[src/rtl/dcache_ctrl_param.sv]
`default_nettype none
// ============================================================================
// Module  : dcache_ctrl_param
// Brief   : Parametrised data-cache controller (write-back / write-through,
//           one-entry write buffer, saturating hit/miss/writeback counters).
// Rev     : 1.0  initial release
// ============================================================================
module dcache_ctrl_param #(
    parameter int BADDR_W       = 26,
    parameter int WORD_BYTES    = 4,
    parameter int BLOCK_WORDS   = 8,
    parameter int WRITE_THROUGH = 0,
    parameter int CNT_W         = 32,
    localparam int WOFF_W       = $clog2(BLOCK_WORDS),
    localparam int WORD_W       = 8 * WORD_BYTES,
    localparam int BE_W         = WORD_BYTES * BLOCK_WORDS,
    localparam int BLK_W        = WORD_W * BLOCK_WORDS
) (
    input  logic                      clock,
    input  logic                      reset,
    input  logic                      i_ren,
    input  logic                      i_wen,
    input  logic [BADDR_W+WOFF_W-1:0] i_addr,
    input  logic [WORD_BYTES-1:0]     i_byte_sel,
    input  logic [WORD_W-1:0]         i_din,
    output logic                      o_stall,
    output logic [WORD_W-1:0]         o_dout,
    input  logic                      i_cache_hit,
    input  logic                      i_cache_dirty,
    input  logic [BADDR_W-1:0]        i_cache_victim_addr,
    input  logic [BLK_W-1:0]          i_cache_dout,
    output logic                      o_cache_en,
    output logic                      o_cache_wen,
    output logic                      o_cache_fill,
    output logic                      o_cache_set_dirty,
    output logic [BE_W-1:0]           o_cache_byte_en,
    output logic [BADDR_W-1:0]        o_cache_block_addr,
    output logic [BLK_W-1:0]          o_cache_din,
    output logic                      o_mem_ren,
    output logic                      o_mem_wen,
    output logic [BADDR_W-1:0]        o_mem_block_addr,
    output logic [BLK_W-1:0]          o_mem_din,
    input  logic [BLK_W-1:0]          i_mem_dout,
    input  logic                      i_mem_read_ready,
    input  logic                      i_mem_write_done,
    output logic [CNT_W-1:0]          o_hit_count,
    output logic [CNT_W-1:0]          o_miss_count,
    output logic [CNT_W-1:0]          o_wb_count
);

    localparam logic [2:0] c_IDLE      = 3'd0;
    localparam logic [2:0] c_WRITEBACK = 3'd1;
    localparam logic [2:0] c_REFILL    = 3'd2;
    localparam logic [2:0] c_FILL      = 3'd3;
    localparam logic [2:0] c_WTHRU     = 3'd4;

    localparam bit              c_WT      = (WRITE_THROUGH != 0);
    localparam logic [CNT_W-1:0] c_CNT_MAX = '1;

    logic [2:0]         r_state;
    logic [2:0]         w_next;
    logic               r_replay;
    // Shared line buffer: victim line, refill data or write-through block.
    logic [BLK_W-1:0]   r_blk;
    logic [BADDR_W-1:0] r_blk_addr;
    logic [CNT_W-1:0]   r_hit;
    logic [CNT_W-1:0]   r_miss;
    logic [CNT_W-1:0]   r_wb;

    logic               w_req;
    logic               w_ack;
    logic               w_miss;
    logic [BADDR_W-1:0] w_baddr;
    logic [WOFF_W-1:0]  w_off;
    logic [BE_W-1:0]    w_be_st;
    logic [BLK_W-1:0]   w_rep;
    logic [BLK_W-1:0]   w_merged;
    logic [WORD_W-1:0]  w_word;

    assign w_req   = i_ren | i_wen;
    assign w_baddr = i_addr[WOFF_W +: BADDR_W];
    assign w_off   = i_addr[WOFF_W-1:0];
    assign w_be_st = {{(BE_W-WORD_BYTES){1'b0}}, i_byte_sel} << (WORD_BYTES * w_off);
    assign w_rep   = {BLOCK_WORDS{i_din}};
    assign w_word  = i_cache_dout[WORD_W*w_off +: WORD_W];
    assign w_ack   = (r_state == c_IDLE) && w_req && i_cache_hit;
    assign w_miss  = (r_state == c_IDLE) && w_req && !i_cache_hit;

    for (genvar b = 0; b < BE_W; b++) begin : g_merge
        assign w_merged[8*b +: 8] = w_be_st[b] ? w_rep[8*b +: 8] : i_cache_dout[8*b +: 8];
    end

    always_ff @(posedge clock or negedge reset) begin
        if (!reset) begin
            r_state <= c_IDLE;
        end else begin
            r_state <= w_next;
        end
    end

    always_comb begin
        w_next = r_state;
        case (r_state)
            c_IDLE: begin
                if (w_req) begin
                    if (!i_cache_hit) begin
                        w_next = (i_cache_dirty && !c_WT) ? c_WRITEBACK : c_REFILL;
                    end else if (i_wen && c_WT) begin
                        w_next = c_WTHRU;
                    end
                end
            end
            c_WRITEBACK: if (i_mem_write_done) w_next = c_REFILL;
            c_REFILL:    if (i_mem_read_ready) w_next = c_FILL;
            c_FILL:      w_next = c_IDLE;
            c_WTHRU:     if (i_mem_write_done) w_next = c_IDLE;
            default:     w_next = c_IDLE;
        endcase
    end

    always_ff @(posedge clock or negedge reset) begin
        if (!reset) begin
            r_blk      <= '0;
            r_blk_addr <= '0;
            r_replay   <= 1'b0;
        end else begin
            case (r_state)
                c_IDLE: begin
                    if (w_miss && i_cache_dirty && !c_WT) begin
                        r_blk      <= i_cache_dout;
                        r_blk_addr <= i_cache_victim_addr;
                    end else if (w_ack && i_wen && c_WT) begin
                        r_blk      <= w_merged;
                        r_blk_addr <= w_baddr;
                    end
                end
                c_REFILL: if (i_mem_read_ready) r_blk <= i_mem_dout;
                default: ;
            endcase
            if (r_state == c_FILL) begin
                r_replay <= 1'b1;
            end else if (w_ack) begin
                r_replay <= 1'b0;
            end
        end
    end

    always_ff @(posedge clock or negedge reset) begin
        if (!reset) begin
            r_hit  <= '0;
            r_miss <= '0;
            r_wb   <= '0;
        end else begin
            if (w_ack && !r_replay && r_hit != c_CNT_MAX) r_hit <= r_hit + CNT_W'(1);
            if (w_miss && r_miss != c_CNT_MAX) r_miss <= r_miss + CNT_W'(1);
            if (r_state == c_WRITEBACK && i_mem_write_done && r_wb != c_CNT_MAX) begin
                r_wb <= r_wb + CNT_W'(1);
            end
        end
    end

    always_comb begin
        o_stall            = 1'b0;
        o_dout             = '0;
        o_cache_en         = 1'b0;
        o_cache_wen        = 1'b0;
        o_cache_fill       = 1'b0;
        o_cache_set_dirty  = 1'b0;
        o_cache_byte_en    = '0;
        o_cache_block_addr = '0;
        o_cache_din        = '0;
        o_mem_ren          = 1'b0;
        o_mem_wen          = 1'b0;
        o_mem_block_addr   = '0;
        o_mem_din          = '0;
        // Everything is forced low while reset is held, including the pass-through paths.
        if (reset) begin
            o_dout = w_word;
            if (r_state != c_WTHRU) o_cache_block_addr = w_baddr;
            case (r_state)
                c_IDLE: begin
                    if (w_req) begin
                        if (i_cache_hit) begin
                            o_cache_en = 1'b1;
                            if (i_wen) begin
                                o_cache_wen       = 1'b1;
                                o_cache_set_dirty = !c_WT;
                                o_cache_byte_en   = w_be_st;
                                o_cache_din       = w_rep;
                            end
                        end else begin
                            o_stall = 1'b1;
                        end
                    end
                end
                c_WRITEBACK: begin
                    o_stall          = 1'b1;
                    o_mem_wen        = 1'b1;
                    o_mem_block_addr = r_blk_addr;
                    o_mem_din        = r_blk;
                end
                c_REFILL: begin
                    o_stall          = 1'b1;
                    o_mem_ren        = 1'b1;
                    o_mem_block_addr = w_baddr;
                end
                c_FILL: begin
                    o_stall         = 1'b1;
                    o_cache_en      = 1'b1;
                    o_cache_wen     = 1'b1;
                    o_cache_fill    = 1'b1;
                    o_cache_byte_en = '1;
                    o_cache_din     = r_blk;
                end
                c_WTHRU: begin
                    o_stall          = w_req;
                    o_mem_wen        = 1'b1;
                    o_mem_block_addr = r_blk_addr;
                    o_mem_din        = r_blk;
                end
                default: ;
            endcase
        end
    end

    assign o_hit_count  = r_hit;
    assign o_miss_count = r_miss;
    assign o_wb_count   = r_wb;

endmodule
`default_nettype wire
[config.mk]
export PLATFORM = sky130hd
export DESIGN_NAME = dcache_ctrl_param
export DESIGN_NICKNAME = d
export VERILOG_FILES = /design/src/rtl/dcache_ctrl_param.sv
export SDC_FILE = /design/constraint.sdc
export NUM_CORES = 1
export LEC_CHECK = 0
export BUFFER_PORTS_ARGS = -buffer_cell sky130_fd_sc_hd__buf_4
export CAP_MARGIN = 25
export CORE_AREA = 8 8 510 512
export CTS_CLUSTER_DIAMETER = 30
export CTS_CLUSTER_SIZE = 8
export DETAILED_ROUTE_END_ITERATION = 12
export DIE_AREA = 0 0 518 520
export SLEW_MARGIN = 10
export SYNTH_ARGS = -nofsm -noshare
export SYNTH_HDL_FRONTEND = slang
export SYNTH_SLANG_ARGS = --single-unit
[constraint.sdc]
create_clock -name clock -period 3.03 [get_ports clock]
set_input_delay 0.1515 -clock clock [delete_from_list [all_inputs] [get_ports clock]]
set_output_delay 0.1515 -clock clock [all_outputs]
set_load 0.01 [all_outputs]
==> qor.txt <==
# rows -> 185
initial core utilization -> 9.83%
Crit. End Element -> output port
slowest CP cell -> dfrtp_2
FF+latch count, synth -> 381
vias in the first global route -> 33.4k
WL final -> 259 mm
area delta synth->final -> 103%
Synth area leaders -> dfrtp_1, mux2i_1, a21oi_1
arrival time at the worst endpoint -> 2.78 ns
largest net degree at the start of global routing -> 162
Clock Path Buffers -> 3
FF+latch area -> 0.00954 mm2
Num CTS Buffers -> 116
Primary FF master, synth -> dfrtp_1
utilization after layout -> 19.9%
EDFF count, synth -> 0
R2R Setup Slk -> 0.16 ns
Routed Antenna Nets -> 0
H-tree levels -> 3
die width -> 518 um
total gr overflow -> 0
Post-Syn Area -> 0.0248 mm2
Peak VDD IR -> 0.496 mV
PortBufs -> 1,341
Vias/cell -> 3.87
Core Area -> 0.252 mm2
net count after synthesis -> 3,478
Tmin final -> 2.93 ns
CTS tree -> yes
fillcell total -> 27.9k
Min-Delay Path Class -> input pin to async pin
Cell variety after synth -> 55
die height -> 520 um
CP Cell Sequence -> inv_4 -> ha_4 -> and3_4 -> buf_16 -> nand2_1 -> buf_4 -> a21oi_1 -> buf_4
share of flip-flops with an asynchronous set or reset -> 100%
total power -> 45,800 uW
io pins -> 1,342
crit-path max FO -> 14
Critical Path Start Type -> flip-flop
wire per inst -> 31.3 um
fraction of layout instances using a drive strength above 1 -> 38.6%
multi-input combinational cell area -> 0.0145 mm2
first-pass GRT wire length -> 332 mm
Final Hold Viols -> 0
max-slew violation count -> 0
CP max stage delay -> 0.42 ns
Synth Warn # -> 0
RePlAce Congestion -> 1.01
worst slew pin tran -> 1.03 ns
Finish-stage setup viols -> 0
gr usage total -> 18.2%
WS Path Type -> flip-flop to output port
Sink Count -> 381
initial antenna violation count -> 80
Synth Instances -> 2,858
WP data required -> 2.88 ns
status -> completed
syn_area_per_cell -> 8.68 um2
RSZ-0062 raised after global routing -> true
Yosys top cell by area -> dfrtp_1
clock slew at reported path FFs -> 0.05 ns
full die area -> 0.269 mm2
LEAKAGE -> 0.0226 uW
Top cell by count, worst path -> buf_4
Vias -> 31.9k
number of remaining DRC errors -> 0
initial DRC count -> 2,686
Max Clock Skew -> 0.0339 ns
top-area cell type share of the netlist area -> 38.4%
fin crit share -> 96.9%
final net count -> 5,388
fmax -> 0.341 GHz
DRT Pass-1 Iters -> 5
clock latency on the worst-skew pair -> 0.74 ns
detailed placer's ending HPWL -> 220 mm
P per Cell Area -> 912 mW/mm2
clock root buffer -> clkbuf_16
Max Cap Viol -> 0
Seq/Total Area, Yosys -> 38.4%
Slew headroom -> 31.4%
-- placed cells by master, fill, tap and decap left out, drive strengths merged, types with 4 or more instances in the layout --
cell / count
buf: 1497
dlygate4sd3: 549
a21oi: 549
dfrtp: 381
nor2: 334
nand2: 327
mux2i: 288
and3: 277
clkbuf: 148
mux4: 64
xnor2: 63
nand3: 51
nor2b: 37
nand4: 35
clkinv: 34
diode: 32
and2: 32
xor2: 30
mux2: 29
a22oi: 26
bufinv: 26
inv: 18
nor3: 13
clkinvlp: 9
ha: 9
and4: 7
nor4: 6
or2: 5
o21ai: 4
-- through the flow --
stage | worst slack, ns | hold slack [ns] | instances | instance area, um2 | TNS (ns)
3_3_place_gp | -0.0672 | -0.00468 | 7447 | 39600 | -0.0672
4_1_cts | 0.000700 | 0.0376 | 8231 | 50000 | 0
2_1_floorplan | 0.886 | -0.144 | 2858 | 24800 | 0
3_5_place_dp | -0.0878 | -0.00472 | 7447 | 39600 | -0.0878
6_report | 0.0950 | 0.102 | 8265 | 50200 | 0
5_1_grt | -0.00868 | 0.0716 | 8247 | 50200 | -0.0248
-- state kept, by name, indices dropped and copies added (netlist names) --
| name | count |
|---|---|
| o_wb_count | 32 |
| o_miss_count | 32 |
| o_hit_count | 32 |
| r_replay | 1 |
| r_blk | 256 |
| r_state | 2 |
| r_blk_addr | 26 |
-- worst paths after layout --
check	from	endpoint	cells after the start
min in group clock	i_cache_victim_addr[15]	r_blk_addr[15]	3
worst max-delay path	r_state[0]	o_cache_din[7]	8
max in group asynchronous	reset	r_blk[126]	4
worst min register to register	o_wb_count[27]	o_wb_count[27]	1
worst max register to register	r_state[0]	r_blk[182]	8
worst min-delay path	reset	r_blk[186]	3
-- power by group --
| part | switching, uW | total, uW | internal (uW) |
|---|---|---|---|
| combinational | 11900 | 20800 | 8920 |
| sequential | 4220 | 11300 | 7120 |
| clock | 4000 | 13700 | 9700 |
-- routing by layer --
layer	global-route usage, %	part of all wire (%)	vias up
met5	0	0.0039	-
met4	8.43	5.4	2
met2	31.0	48	1897
met3	6.45	9.6	395
li1	-	-	13967
met1	20.4	37	15686
-- logic make-up (layout without fill, tap and decap cells) --
logic type | Yosys count | in the layout | share of synthesized area, %
and+or+nand+nor | 1132 | 1132 | 22.2
AOI/OAI and AO/OA | 589 | 589 | 12.4
muxes | 381 | 381 | 18.8
DFF | 381 | 381 | 38.4
buffers and inverters | 273 | 2282 | 4.50
xor gates and xnor gates | 93 | 93 | 3.28
adders and majority gates | 9 | 9 | 0.454
other | 0 | 32 | 0
-- synthesized netlist by cell type (2+ instances only) --
library cell    n
a21oi_1       548
dfrtp_1       381
nor2_1        334
nand2_1       327
mux2i_1       288
and3_1        277
clkbuf_1      177
buf_2          64
mux4_2         64
xnor2_1        63
nand3_1        50
nor2b_1        36
nand4_1        34
and2_1         32
xor2_1         30
mux2_2         29
a22oi_1        26
inv_1          15
buf_1          13
nor3_1         10
ha_1            9
and4_1          7
nor4_4          4
o21ai_0         4
or2_2           4
nand4b_1        2
nor3_4          2
-- cell type report --
cell class	count	area share [%]
clock buffer	147	6.47
multi-input combinational	2204	28.8
sequential	381	19.0
timing repair buffer	2048	34.8
tap	3366	8.38
clock inverter	70	2.26
inverter	17	0.132
antenna	32	0.159
-- repair_timing --
item,4_1_cts,5_1_grt
cloned,2,1
hold buffers,549,0
endpoints found under the hold margin,578,0
setup buffers,17,1
pin swaps,3,1
resized for setup,64,23
endpoints found under the setup margin,378,56
-- worst max-delay path: cells and delay by family, from the launching register on --
family | cells | cell delay [ns]
and+or+nand+nor | 2 | 0.44
DFF | 1 | 0.42
AOI/OAI and AO/OA | 1 | 0.21
buffers and inverters | 4 | 0.69
adders and majority gates | 1 | 0.17
Power figures use the tool's default switching activity.
